File: src/rtl/snn_readout_pkg.sv
// Shared types and helpers for the SNN spike readout: FSM states, saturating add, popcount.
package snn_readout_pkg;

  typedef enum logic [1:0] {
    ACCUM = 2'd0,
    SCAN  = 2'd1,
    DONE  = 2'd2
  } state_t;

  // Helpers work on fixed-width containers; callers cast to their own widths.
  localparam int MAX_SCORE_W = 32;
  localparam int MAX_G       = 512;

  function automatic logic [31:0] sat_add(input logic [31:0] a, input logic [31:0] b,
                                          input int unsigned w);
    logic [32:0] sum;
    logic [32:0] lim;
    lim = (33'd1 << w) - 33'd1;
    sum = {1'b0, a} + {1'b0, b};
    return (sum > lim) ? lim[31:0] : sum[31:0];
  endfunction

  function automatic int unsigned popcount(input logic [MAX_G-1:0] v);
    int unsigned n;
    n = 0;
    for (int i = 0; i < MAX_G; i++) begin
      n += {31'd0, v[i]};
    end
    return n;
  endfunction

endpackage

File: src/rtl/snn_spike_readout_if.sv
// Step input and classification result handshake of the spike readout.
interface snn_spike_readout_if #(
  parameter int N       = 96,
  parameter int C       = 4,
  parameter int SCORE_W = 16
);
  localparam int ID_W = (C > 1) ? $clog2(C) : 1;

  logic               step_valid;
  logic [N-1:0]       spikes_vec;
  logic               class_valid;
  logic               class_ready;
  logic [ID_W-1:0]    class_id;
  logic [SCORE_W-1:0] class_score;

  modport master (
    output step_valid, spikes_vec, class_ready,
    input  class_valid, class_id, class_score
  );

  modport slave (
    input  step_valid, spikes_vec, class_ready,
    output class_valid, class_id, class_score
  );
endinterface

File: src/rtl/snn_group_popcount.sv
// Counts the set bits of one class's contiguous neuron group.
module snn_group_popcount
  import snn_readout_pkg::*;
#(
  parameter  int G  = 24,
  localparam int CW = $clog2(G + 1)
) (
  input  logic [G-1:0]  grp,
  output logic [CW-1:0] cnt
);

  generate
    if (G < 1 || G > MAX_G) begin : g_bad_group
      $error("snn_group_popcount: G out of supported range");
    end
  endgenerate

  assign cnt = CW'(popcount(MAX_G'(grp)));

endmodule

File: src/rtl/snn_spike_readout.sv
// Per-class spike accumulation over T_WIN steps, sequential argmax, valid/ready result.
// Optional per-neuron counters behind `SNN_READOUT_NEURON_CNT_EN.
module snn_spike_readout
  import snn_readout_pkg::*;
#(
  parameter  int N       = 96,
  parameter  int C       = 4,
  parameter  int T_WIN   = 100,
  parameter  int SCORE_W = 16,
  localparam int AW      = (N > 1) ? $clog2(N) : 1
) (
  input  logic                clk,
  input  logic                rstn,
  snn_spike_readout_if.slave  bus,
  output logic                busy,
  output logic                drop_flag,
  input  logic [AW-1:0]       rd_addr,
  output logic [SCORE_W-1:0]  rd_data
);

  localparam int G    = N / C;
  localparam int CW   = $clog2(G + 1);
  localparam int ID_W = (C > 1) ? $clog2(C) : 1;
  localparam int SCW  = $clog2(T_WIN + 1);
  localparam logic [SCW-1:0]  LAST_STEP = SCW'(T_WIN - 1);
  localparam logic [ID_W-1:0] LAST_IDX  = ID_W'(C - 1);

  generate
    if (N % C != 0) begin : g_bad_nc
      $error("snn_spike_readout: N must be a multiple of C");
    end
    if (T_WIN < 1) begin : g_bad_twin
      $error("snn_spike_readout: T_WIN must be at least 1");
    end
    if (SCORE_W > MAX_SCORE_W) begin : g_bad_score_w
      $error("snn_spike_readout: SCORE_W exceeds 32");
    end
  endgenerate

  state_t             state_reg, state_next;
  logic [SCW-1:0]     step_cnt_reg, step_cnt_next;
  logic [SCORE_W-1:0] score_reg [C];
  logic [SCORE_W-1:0] score_next [C];
  logic [SCORE_W-1:0] score_sum [C];
  logic [CW-1:0]      grp_cnt [C];
  logic [ID_W-1:0]    idx_reg, idx_next;
  logic [ID_W-1:0]    best_id_reg, best_id_next, cand_id;
  logic [SCORE_W-1:0] best_score_reg, best_score_next, cand_score;
  logic               class_valid_reg, class_valid_next;
  logic [ID_W-1:0]    class_id_reg, class_id_next;
  logic [SCORE_W-1:0] class_score_reg, class_score_next;
  logic               drop_flag_reg, drop_flag_next;

  genvar gi;
  generate
    for (gi = 0; gi < C; gi++) begin : g_class
      snn_group_popcount #(.G(G)) u_popcount (
        .grp (bus.spikes_vec[gi*G +: G]),
        .cnt (grp_cnt[gi])
      );
      assign score_sum[gi] = SCORE_W'(sat_add(32'(score_reg[gi]), 32'(grp_cnt[gi]), SCORE_W));
    end
  endgenerate

  // Strictly-greater keeps the earlier (lower) index on ties.
  always_comb begin
    cand_id    = best_id_reg;
    cand_score = best_score_reg;
    if (score_reg[idx_reg] > best_score_reg) begin
      cand_id    = idx_reg;
      cand_score = score_reg[idx_reg];
    end
  end

  always_ff @(posedge clk or negedge rstn) begin
    if (!rstn) begin
      state_reg <= ACCUM;
    end else begin
      state_reg <= state_next;
    end
  end

  always_comb begin
    state_next       = state_reg;
    step_cnt_next    = step_cnt_reg;
    idx_next         = idx_reg;
    best_id_next     = best_id_reg;
    best_score_next  = best_score_reg;
    class_valid_next = class_valid_reg;
    class_id_next    = class_id_reg;
    class_score_next = class_score_reg;
    drop_flag_next   = drop_flag_reg;
    for (int c = 0; c < C; c++) begin
      score_next[c] = score_reg[c];
    end

    case (state_reg)
      ACCUM: begin
        if (bus.step_valid) begin
          for (int c = 0; c < C; c++) begin
            score_next[c] = score_sum[c];
          end
          if (step_cnt_reg == LAST_STEP) begin
            step_cnt_next   = '0;
            state_next      = SCAN;
            idx_next        = '0;
            best_id_next    = '0;
            best_score_next = score_sum[0];
          end else begin
            step_cnt_next = step_cnt_reg + 1'b1;
          end
        end
      end
      SCAN: begin
        if (bus.step_valid) drop_flag_next = 1'b1;
        best_id_next    = cand_id;
        best_score_next = cand_score;
        if (idx_reg == LAST_IDX) begin
          state_next       = DONE;
          class_valid_next = 1'b1;
          class_id_next    = cand_id;
          class_score_next = cand_score;
        end else begin
          idx_next = idx_reg + 1'b1;
        end
      end
      DONE: begin
        if (bus.step_valid) drop_flag_next = 1'b1;
        if (bus.class_ready) begin
          class_valid_next = 1'b0;
          state_next       = ACCUM;
          for (int c = 0; c < C; c++) begin
            score_next[c] = '0;
          end
        end
      end
      default: state_next = ACCUM;
    endcase
  end

  always_ff @(posedge clk or negedge rstn) begin
    if (!rstn) begin
      step_cnt_reg    <= '0;
      idx_reg         <= '0;
      best_id_reg     <= '0;
      best_score_reg  <= '0;
      class_valid_reg <= 1'b0;
      class_id_reg    <= '0;
      class_score_reg <= '0;
      drop_flag_reg   <= 1'b0;
      for (int c = 0; c < C; c++) begin
        score_reg[c] <= '0;
      end
    end else begin
      step_cnt_reg    <= step_cnt_next;
      idx_reg         <= idx_next;
      best_id_reg     <= best_id_next;
      best_score_reg  <= best_score_next;
      class_valid_reg <= class_valid_next;
      class_id_reg    <= class_id_next;
      class_score_reg <= class_score_next;
      drop_flag_reg   <= drop_flag_next;
      for (int c = 0; c < C; c++) begin
        score_reg[c] <= score_next[c];
      end
    end
  end

  assign bus.class_valid = class_valid_reg;
  assign bus.class_id    = class_id_reg;
  assign bus.class_score = class_score_reg;
  assign busy            = (state_reg != ACCUM);
  assign drop_flag       = drop_flag_reg;

`ifdef SNN_READOUT_NEURON_CNT_EN
  logic [SCORE_W-1:0] cnt_reg [N];
  logic               cnt_inc, cnt_clr;

  assign cnt_inc = (state_reg == ACCUM) && bus.step_valid;
  assign cnt_clr = (state_reg == DONE) && bus.class_ready;

  always_ff @(posedge clk or negedge rstn) begin
    if (!rstn) begin
      for (int i = 0; i < N; i++) cnt_reg[i] <= '0;
    end else if (cnt_clr) begin
      for (int i = 0; i < N; i++) cnt_reg[i] <= '0;
    end else if (cnt_inc) begin
      for (int i = 0; i < N; i++) begin
        cnt_reg[i] <= SCORE_W'(sat_add(32'(cnt_reg[i]), {31'd0, bus.spikes_vec[i]}, SCORE_W));
      end
    end
  end

  assign rd_data = (int'(rd_addr) < N) ? cnt_reg[rd_addr] : '0;
`else
  logic unused_rd_addr;
  assign unused_rd_addr = ^rd_addr;
  assign rd_data        = '0;
`endif

endmodule
File: src/flat_wrapper.sv
// flat-port wrapper written by rule: the top's interface ports become plain ports
module snn_spike_readout_flat import snn_readout_pkg::*;
#(
  parameter  int N       = 96,
  parameter  int C       = 4,
  parameter  int T_WIN   = 100,
  parameter  int SCORE_W = 16,
  localparam int AW      = (N > 1) ? $clog2(N) : 1
)
  (clk, rstn, busy, drop_flag, rd_addr, rd_data, bus_step_valid, bus_spikes_vec, bus_class_ready, bus_class_valid, bus_class_id, bus_class_score);
  snn_spike_readout_if #(.N(N), .C(C), .SCORE_W(SCORE_W)) bus_i ();
  input  logic clk;
  input  logic rstn;
  output logic busy;
  output logic drop_flag;
  input  logic [AW-1:0] rd_addr;
  output logic [SCORE_W-1:0] rd_data;
  input wire logic [$bits(bus_i.step_valid)-1:0] bus_step_valid;
  input wire logic [$bits(bus_i.spikes_vec)-1:0] bus_spikes_vec;
  input wire logic [$bits(bus_i.class_ready)-1:0] bus_class_ready;
  output wire logic [$bits(bus_i.class_valid)-1:0] bus_class_valid;
  output wire logic [$bits(bus_i.class_id)-1:0] bus_class_id;
  output wire logic [$bits(bus_i.class_score)-1:0] bus_class_score;
  assign bus_i.step_valid = bus_step_valid;
  assign bus_i.spikes_vec = bus_spikes_vec;
  assign bus_i.class_ready = bus_class_ready;
  assign bus_class_valid = bus_i.class_valid;
  assign bus_class_id = bus_i.class_id;
  assign bus_class_score = bus_i.class_score;
  snn_spike_readout #(.N(N), .C(C), .T_WIN(T_WIN), .SCORE_W(SCORE_W)) u_core (.clk(clk), .rstn(rstn), .bus(bus_i), .busy(busy), .drop_flag(drop_flag), .rd_addr(rd_addr), .rd_data(rd_data));
endmodule
File: config.mk
export PLATFORM = sky130hd
export DESIGN_NAME = snn_spike_readout_flat
export DESIGN_NICKNAME = d
export VERILOG_FILES = /design/src/rtl/snn_readout_pkg.sv /design/src/rtl/snn_spike_readout_if.sv /design/src/rtl/snn_group_popcount.sv /design/src/rtl/snn_spike_readout.sv /design/src/flat_wrapper.sv
export SDC_FILE = /design/constraint.sdc
export NUM_CORES = 1
export LEC_CHECK = 0
export CORE_UTILIZATION = 45
export CTS_BUF_LIST = sky130_fd_sc_hd__clkbuf_2
export DETAILED_ROUTE_END_ITERATION = 7
export GPL_TIMING_DRIVEN = 0
export PLACE_DENSITY_LB_ADDON = 0.3
export REMOVE_ABC_BUFFERS = 1
export SETUP_SLACK_MARGIN = 0.2
export SYNTH_ARGS = -nofsm -noshare
export SYNTH_HDL_FRONTEND = slang
export SYNTH_HIERARCHICAL = 1
export SYNTH_SLANG_ARGS = --single-unit
File: constraint.sdc
create_clock -name clk -period 2.98 [get_ports clk]
set_clock_uncertainty 0.15 [all_clocks]
set_input_delay 0.596 -clock clk [delete_from_list [all_inputs] [get_ports clk]]
set_output_delay 0.596 -clock clk [all_outputs]
set_load 0.01 [all_outputs]
==> out/metrics.cfg, run 1 <==
[placed_design]
globalplace.congestion=0.872
place_area_mm2=0.0114
port_buffers=120
dpl.hpwl_mm=16.8

[timing]
tightest_slew_ns=1.14
worst_slew_margin_rel=0.242
grt_setup_unrepaired=yes
post-route-period-util=1.80
finalHoldViolCount=0
fmax_ghz=0.187
drv_slew=0
setup_viol_count_final=100
fin_crit_ns=5.36
worst_slack_ns=-2.38

[critical_path]
startpoint_type=input pin
arrival_ns=5.88
worst_r2r_endpoint=u_core/best_score_reg[7]
r2r_start=u_core/idx_reg[0]
critPathCaptureType=flop
reg2reg_slack_ns=-0.66
worst-path-max-fanout=6
crit_type=in -> reg
required_ns=3.50
worstRegToRegCells=9

[clocking]
cts.sinks=113
insertion_delay_ns=0.73
cts_tree=yes
clk_pin_slew_ns=0.22
clk_path_buf_depth=2
htree_num_levels=4
cts_root_buffer=clkbuf_2
numCtsBuffers=17

[min_path]
hold_path.class=in -> async

[final_layout]
final_cell_mix=inv_1 (172), dfrtp_1 (111), nand2_1 (73)
area_delta_synth_final_pct=32.5
finish.net_count=1511
largest_reg_flops=64
finalInstanceArea_mm2=0.0132
final_common_cell=inv_1
drive_gt1_frac=0.283
fillCellCount=1814

[global_routing]
grt_pass1_wl_mm=39.2
grt_use_total=0.220
first_global_vias=8095
grt_max_degree=61
grt.overflow.total=0
antenna_found_initial=1

[detailed_routing]
ant_nets=0
drt_wl_total_mm=25.5
drtIter0Drc=651
wire_per_inst_um=16.4
vias=8763
firstDrtPassIters=5
avgViaCountPerCell=5.61
drcViolationCount=0

[synth]
synth_top_area_frac=0.283
synth_cell_type_count=64
synthFlopType=dfrtp_1
avgSynthCellArea_um2=9.25
synthTopCellsByArea=dfrtp_1 (28%), fa_1 (14%), ha_1 (8.1%), inv_1 (7.5%), o21ai_0 (4.8%)
ys_seq_area_frac=0.283
ys_seq_elements=113
synth_edf_count=0
synthCells=1081
netlist_area_mm2=0.0100
yosysTopAreaCell=dfrtp_1
postSynth.asyncResetShare=1.00
yosysWarnings=6

[run]
drv_cap=0

[floorplanning]
rows=54
start_util=0.458
die_w_um=151
core_area_mm2=0.0218
die_h_um=151
io_pins=144
dieArea_mm2=0.0228

[outcome]
outcome=finished with violations
violations=setup timing

how the worst max path moves through the flow:
| stage | start | endpoint | slack (ns) | cells after the start |
|---|---|---|---|---|
| final | bus_spikes_vec[1] | u_core/best_score_reg[12] | -2.38 | 22 |
| after global routing | bus_spikes_vec[17] | u_core/best_score_reg[15] | -2.46 | 20 |
| after CTS | bus_spikes_vec[21] | u_core/best_score_reg[11] | -2.28 | 19 |
| after detailed placement | bus_spikes_vec[72] | u_core/score_reg[5] | -3.99 | 19 |
| after global placement | bus_spikes_vec[0] | u_core/best_score_reg[2] | -3.98 | 19 |
| after floorplan | bus_spikes_vec[0] | u_core/best_score_reg[2] | -2.87 | 18 |
final cells by class:
class,count,area (µm²),share of cell area
Tap cell,280,350,0.0264
Timing Repair Buffer,213,2060,0.156
Multi-Input combinational cell,721,7030,0.531
Clock inverter,15,124,0.00935
Inverter,201,757,0.0571
Antenna cell,1,2.50,0.000189
Sequential cell,113,2830,0.214
Clock buffer,17,85.1,0.00642
Yosys cell counts, drive strengths merged (3+ instances only):
cell	n
o21ai	97
buf	31
o31ai	5
nand2	75
xor2	7
a21oi	47
a31oi	11
nand4	13
o211ai	10
ha	65
dfrtp	113
a21boi	3
mux4	16
mux2i	20
nand2b	6
xnor2	15
inv	201
or3	3
a22o	30
and3	14
nor2	27
o22ai	3
and2	4
a21o	49
a221o	14
o31a	3
a41oi	3
nor2b	15
clkbuf	32
o21a	10
nand3	14
a211o	3
a2bb2oi	5
o211a	3
nor3	15
a22oi	4
fa	72
worst max-delay path, cell delays in order:
cell and delay (ns):
clkdlybuf4s15_1 0.16, inv_1 0.05, fa_1 0.46, fa_1 0.37
inv_1 0.08, fa_1 0.44, fa_1 0.54, inv_1 0.05
fa_1 0.52, inv_1 0.05, ha_1 0.27, a21o_1 0.17
a21oi_2 0.15, xnor2_1 0.17, ha_2 0.28, o21a_1 0.17
o31a_1 0.39, o21a_2 0.29, buf_6 0.14, a31oi_4 0.06
nor3_1 0.29, a221o_1 0.16
timing repair:
| item | 4_1_cts | 5_1_grt |
|---|---|---|
| gates resized for setup | 335 | 136 |
| cloned | 4 | 3 |
| hold buffers | 1 | 0 |
| endpoints found under the setup margin | 101 | 100 |
| setup buffers | 48 | 35 |
| hold endpoints to repair | 59 | 0 |
| pin swaps | 137 | 83 |
metal layers:
layer  routed length (µm)  GRT usage  up-vias
met5                    0          0        -
met1                10500      0.282     4297
met2                12900      0.379      363
met4                  606     0.0645        0
li1                     -          -     4051
met3                 1520     0.0373       52
metrics by stage:
stage                util  hold WS [ns]  setup TNS, ns  worst slack (ns)  instances
floorplan               -         0.150        -248.68             -2.87       1033
global placement    0.516         0.290        -724.94             -3.98       1433
detailed placement  0.522         0.294        -310.29             -3.99       1437
CTS                 0.568         0.223        -169.06             -2.28       1522
global route        0.607         0.248        -185.03             -2.46       1561
finish              0.607         0.238        -175.39             -2.38       1561
kinds of logic (layout without fill, tap and decap cells):
logic type	after synthesis	count (layout)	share of synthesized area
other	1	17	0.000375
DFF	113	113	0.283
muxes	36	36	0.0561
xor gates and xnor gates	22	22	0.0193
adders and majority gates	137	137	0.226
and+or+nand+nor	197	198	0.0968
AOI/OAI and AO/OA	311	312	0.210
buffers and inverters	264	446	0.109
Power of run 1 is left out: the tool's default activity adds up to more than one toggle a clock period on the data nets, which glitch-free logic cannot reach.
==> run 2, diff against run 1 <==
Settings changed: CORE_ASPECT_RATIO set to 1.25.
==> out/metrics.cfg, run 2 (synthesis gave the netlist of run 1 again) <==
[timing]
fin_crit_ns=5.41
tns_ns=-179.35
worst_slew_margin_rel=0.164
worst_slack_ns=-2.43
setup_viol_count_final=100
fmax_ghz=0.185
timing.hold.ws_ns=0.247
finalHoldViolCount=0
grt_setup_unrepaired=yes
tightest_slew_ns=1.25
drv_slew=0
post-route-period-util=1.81

[critical_path]
path_cells=clkdlybuf4s15_1, inv_1, fa_1, fa_1, fa_1, fa_1, fa_1, inv_1, ha_2, inv_2, fa_2, xnor2_2, ha_1, nor2b_4, o31a_4, o211a_4, buf_12, nor3_4, nor3_2, a221o_1
startpoint_type=input pin
crit_family=adder cells
required_ns=3.42
crit_type=in -> reg
crit_start=bus_spikes_vec[0]
r2r_start=u_core/idx_reg[0]
cp.depth=20
arrival_ns=5.85
crit_top_cell=fa_1
worst_r2r_endpoint=u_core/best_score_reg[4]
cp_slowest_stage_delay_ns=0.56
reg2reg_slack_ns=-0.60
worst-path-max-fanout=7
worstRegToRegCells=9
path_buf_inv=5
critPathCaptureType=flop
crit_end=u_core/best_score_reg[15]
cp_slowest_cell=fa_1

[global_routing]
first_global_vias=8684
antenna_found_initial=1
grt_pass1_wl_mm=41.7
grt_use_total=0.231
grt.overflow.total=0
grt_max_degree=67

[final_layout]
final_cell_mix=inv_1 (170), dfrtp_1 (111), clkdlybuf4s50_1 (70)
area.sequential_mm2=0.00284
fillCellCount=1777
largest_reg_flops=64
area_delta_synth_final_pct=34.5
finish.net_count=1512
multi_input_area_mm2=0.00723
final_common_cell=inv_1
drive_gt1_frac=0.303

[detailed_routing]
firstDrtPassIters=6
drt_wl_total_mm=27.3
ant_nets=0
vias=8906
avgViaCountPerCell=5.71
drcViolationCount=0
drtIter0Drc=601
wire_per_inst_um=17.5

[floorplanning]
dieArea_mm2=0.0228
start_util=0.462
io_pins=144
core_area_mm2=0.0216
die_w_um=135
rows=60
die_h_um=169

[placed_design]
port_buffers=120
dpl.hpwl_mm=17.5
globalplace.congestion=0.809

[outcome]
outcome=finished with violations
violations=setup timing

[clocking]
cts.sinks=113
htree_num_levels=4
cts_tree=yes
clk_pin_slew_ns=0.17
numCtsBuffers=17
cts_root_buffer=clkbuf_2
insertion_delay_ns=0.70
clk_path_buf_depth=2

[min_path]
hold_path.class=in -> async

[run]
drv_cap=0

[run 2: how the worst min path moves through the flow]
stage | depth (start not counted) | slack [ns] | startpoint | endpoint
3_3_place_gp | 1 | 0.30 | u_core/drop_flag | u_core/drop_flag
4_1_cts | 2 | 0.20 | rstn | u_core/score_reg[27]
6_report | 2 | 0.25 | rstn | u_core/score_reg[27]
5_1_grt | 2 | 0.19 | rstn | u_core/score_reg[27]
3_5_place_dp | 1 | 0.31 | u_core/drop_flag | u_core/drop_flag
2_1_floorplan | 0 | 0.15 | rstn | u_core/best_id_reg[0]
[run 2: stage by stage]
step                worst slack (ns)  utilization  cells  cell area [µm²]
finish                         -2.43        0.622   1561            13400
global route                   -2.48        0.622   1561            13400
CTS                            -2.37        0.585   1526            12700
detailed placement             -4.28        0.527   1436            11400
global placement               -4.10        0.521   1432            11300
floorplan                      -2.87            -   1033             9720
[run 2: what timing repair did]
| item | CTS | global route |
|---|---|---|
| hold endpoints to repair | 47 | 0 |
| setup endpoints to repair | 101 | 100 |
| buffers inserted | 54 | 32 |
| resized for setup | 379 | 140 |
| pin swaps | 143 | 97 |
| cloned | 3 | 2 |
| hold buffers | 1 | 0 |
[run 2: routing by layer]
layer	wire length, µm	track usage	up-vias
met5	0	0	-
met2	14900	0.421	328
met1	10200	0.271	4456
met4	797	0.0894	0
li1	-	-	4048
met3	1370	0.0335	74
[run 2: final cells by class]
class / instances / share of cell area
diodes: 1 / 0.000186
clock buffers: 19 / 0.00707
clock inverters: 13 / 0.0107
inverters: 201 / 0.0561
multi-input cells: 720 / 0.538
flip-flops and latches: 113 / 0.211
well taps: 279 / 0.0260
repair buffers: 215 / 0.151
Power of run 2 is left out for the same reason.
==> run 3, diff against run 2 <==
Clock period 2.98 ns to 6.3 ns, I/O delays scaled along.
==> out/metrics.cfg, run 3 (synthesis gave the netlist of run 1 again) <==
[outcome]
outcome=finished clean

[critical_path]
critPathCaptureType=flop
startpoint_type=input pin
required_ns=6.75
crit_type=in -> reg
worst-path-max-fanout=7
arrival_ns=6.54

[clocking]
htree_num_levels=4
insertion_delay_ns=0.69
clk_path_buf_depth=2
clk_pin_slew_ns=0.17
cts_root_buffer=clkbuf_2
cts.sinks=113
cts_tree=yes
numCtsBuffers=17
hold_buffers=0

[timing]
fmax_ghz=0.164
worst_slew_margin_rel=0.180
setup_viol_count_final=0
fin_crit_ns=6.09
post-route-period-util=0.967
grt_setup_unrepaired=yes
worst_slack_ns=0.207
drv_slew=0
timing.hold.ws_ns=0.334
finalHoldViolCount=0
tightest_slew_ns=1.23

[global_routing]
grt_pass1_wl_mm=39.0
grt.overflow.total=0
antenna_found_initial=1
first_global_vias=8108
grt_max_degree=67
grt_use_total=0.215

[detailed_routing]
avgViaCountPerCell=5.55
ant_nets=0
drtIter0Drc=555
drcViolationCount=0
drt_wl_total_mm=24.4
firstDrtPassIters=7
vias=8331
wire_per_inst_um=16.3

[pwr]
ir_drop_v=0.000648
pwr_density_cell_mw_per_mm2=625
p_total_mw=7.74
leakagePower_nw=6.24

[placed_design]
dp_cells=1436
pre_cts_slack_ns=-1.62
place_area_mm2=0.0114
port_buffers=120
globalplace.congestion=0.809
dpl.hpwl_mm=17.5

[floorplanning]
io_pins=144
die_h_um=169
core_area_mm2=0.0216
rows=60
dieArea_mm2=0.0228
start_util=0.462
die_w_um=135

[final_layout]
area_delta_synth_final_pct=24.0
final_cell_mix=inv_1 (176), dfrtp_1 (113), o21ai_0 (82)
largest_reg_flops=64
finalInstanceArea_mm2=0.0124
drive_gt1_frac=0.153
finish.net_count=1451
instances_no_fill=1500
final_common_cell=inv_1

[min_path]
hold_path.class=in -> async

[run]
drv_cap=0

[run 3: through the flow]
| stage | setup TNS [ns] | util |
|---|---|---|
| after floorplan | -3.33 | - |
| after global placement | -167.93 | 0.521 |
| after detailed placement | -82.35 | 0.527 |
| after CTS | 0 | 0.553 |
| after global routing | 0 | 0.573 |
| final | 0 | 0.573 |
[run 3: metal layers]
layer	routed length, µm	share of wire	global-route usage	up-vias
met5	0	0	0	-
met2	13300	0.55	0.388	228
met4	374	0.015	0.0738	0
li1	-	-	-	3923
met1	9780	0.40	0.259	4147
met3	903	0.037	0.0311	33
[run 3: worst paths after layout]
check,start,to,slack (ns),depth (start not counted)
setup / recovery,bus_spikes_vec[3],u_core/best_score_reg[10],0.21,20
hold / removal,rstn,u_core/score_reg[27],0.33,1
setup reg to reg,u_core/idx_reg[0],u_core/best_score_reg[15],1.73,8
hold reg to reg,u_core/bus.class_score[2],u_core/bus.class_score[2],0.34,2
max in group asynchronous,rstn,u_core/bus.class_score[0],4.97,2
min in group clk,u_core/bus.class_score[2],u_core/bus.class_score[2],0.34,2
[run 3: cell type report]
| type | instances | area [µm²] |
|---|---|---|
| antenna | 1 | 2.50 |
| clock buffer | 19 | 95.1 |
| clock inverter | 13 | 144 |
| fill | 1930 | 9230 |
| inverter | 201 | 754 |
| multi-input combinational | 721 | 6600 |
| sequential | 113 | 2830 |
| tap | 279 | 349 |
| timing repair buffer | 153 | 1630 |
[run 3: what timing repair did]
action / CTS / global route
setup buffers: 18 / 10
cloned: 0 / 3
resized for setup: 66 / 120
pin swaps: 36 / 84
setup endpoints to repair: 77 / 68
[run 3: worst max-delay path, stage by stage]
cell and delay, ns:
dlygate4sd2_1 0.24, inv_2 0.05, fa_1 0.43, fa_1 0.54, fa_1 0.45, fa_1 0.56
fa_1 0.41, inv_1 0.08, ha_2 0.19, inv_2 0.04, fa_2 0.36, xnor2_2 0.15
ha_1 0.30, nor2b_4 0.14, o31a_4 0.38, buf_4 0.16, o211ai_4 0.26, buf_4 0.21
a21oi_1 0.07, a221o_1 0.27
[run 3: report_power, final]
| part | switching (mW) | internal [mW] |
|---|---|---|
| Combinational | 3.22 | 2.90 |
| Sequential | 0.212 | 0.905 |
| Clock | 0.287 | 0.218 |
(Power assumes the default switching activity.)
==> patch (flow settings as in run 1) <==
`T_WIN` is set to 100 in 2 places; all go to 50.
--- a/src/rtl/snn_spike_readout.sv
+++ b/src/rtl/snn_spike_readout.sv
@@ -6,5 +6,5 @@
   parameter  int N       = 96,
   parameter  int C       = 4,
-  parameter  int T_WIN   = 100,
+  parameter  int T_WIN   = 50,
   parameter  int SCORE_W = 16,
   localparam int AW      = (N > 1) ? $clog2(N) : 1
--- a/src/flat_wrapper.sv
+++ b/src/flat_wrapper.sv
@@ -4,5 +4,5 @@
   parameter  int N       = 96,
   parameter  int C       = 4,
-  parameter  int T_WIN   = 100,
+  parameter  int T_WIN   = 50,
   parameter  int SCORE_W = 16,
   localparam int AW      = (N > 1) ? $clog2(N) : 1
Check against the original RTL: not settled (the Yosys comparison gave no result); the edit may change what the design does.
==> patch against run 1 <==
- cell area rose by 1.1%
- cell count increased by 1.3%
- sequential cell count down 1
- setup slack improved by 0.068 ns
- highest routed layer unchanged
- routed wire length increased by 3.7%
- synthesized cell count up 1.2%
- via count fell by 0.58%
- utilization rose by 2.2 points
- count of clock-buffer cells in the layout shrank 7
- synthesized area is 1.3% lower
- global-route usage increased by 1.2 points
- critical path type unchanged
- register-to-register slack lost 0.06 ns
- the run still ends with negative setup slack left
Power is not shown: default switching activity piles up to over one toggle a cycle in this logic, so the estimate is an artifact.
==> patch: results <==
group,metric,value,unit
run_status,status,"finished with violations",
run_status,violations,"negative setup slack",
route,via_per_inst,5.51,
clocking,numCtsBuffers,9,
timing,tightest_slew,1.26,ns
setup_path,ff2ff_path_depth,11,
setup_path,slowest_delay,0.56,ns
placement,place_ws,-3.96,ns
global_route,grt_max_degree,58,
yosys,synth_cell_types,72,
route,met2_length,13800,um
timing,setup_viol,100,
setup_path,r2r_end,"u_core/best_score_reg[8]",
global_route,use_met1,28.4,%
yosys,postSynthAreaPerCell,9.02,um^2
placement,placed_area,11200,um^2
clocking,clock_latency,0.66,ns
timing,tns,-182.49,ns
final_layout,final_cells,1582,
yosys,synth_commonest_cells,"inv_1, dfrtp_1, nand2_1, o21ai_0, fa_1",
clocking,htree_levels,3,
placement,gp_congestion,0.825,
setup_path,path_max_fanout,4,
placement,dp_hpwl,17000,um
global_route,grt_pass1_vias,8541,
global_route,grt_util_met3,3.79,%
final_layout,fillCellCount,1638,
route,wirelength,26500,um
timing,holdWs,0.276,ns
clocking,path_clk_slew,0.30,ns
yosys,seq_area_frac_synth,28.4,%
route,dr_wl_met3,1490,um
final_layout,drive_gt1_share,33.0,%
global_route,use_met2,41.5,%
timing,fin_ws,-2.31,ns
setup_path,startpoint,"bus_spikes_vec[9]",
[patch: final cells by class]
class	count	area, um^2	share of cell area (%)
Clock inverter	6	67.6	0.504
Antenna cell	1	2.50	0.0187
Inverter	212	796	5.94
Sequential cell	112	2810	21.0
Clock buffer	10	50.0	0.374
Multi-Input combinational cell	732	7170	53.6
Tap cell	275	344	2.57
Timing Repair Buffer	234	2150	16.1
[patch: repair_timing]
item | CTS | global route
hold endpoints to repair | 55 | 0
hold buffers | 1 | 0
endpoints found under the setup margin | 101 | 100
gates cloned | 4 | 0
setup buffers | 84 | 26
resized for setup | 394 | 143
pin swaps | 182 | 118
[patch: logic make-up after synthesis]
family,after synthesis,synth area share [%]
xor gates and xnor gates,18,1.60
AOI/OAI and AO/OA,278,18.3
muxes,36,5.68
adders and majority gates,138,23.0
buffers and inverters,269,11.2
other,1,0.0380
and+or+nand+nor,242,11.8
DFF,112,28.4
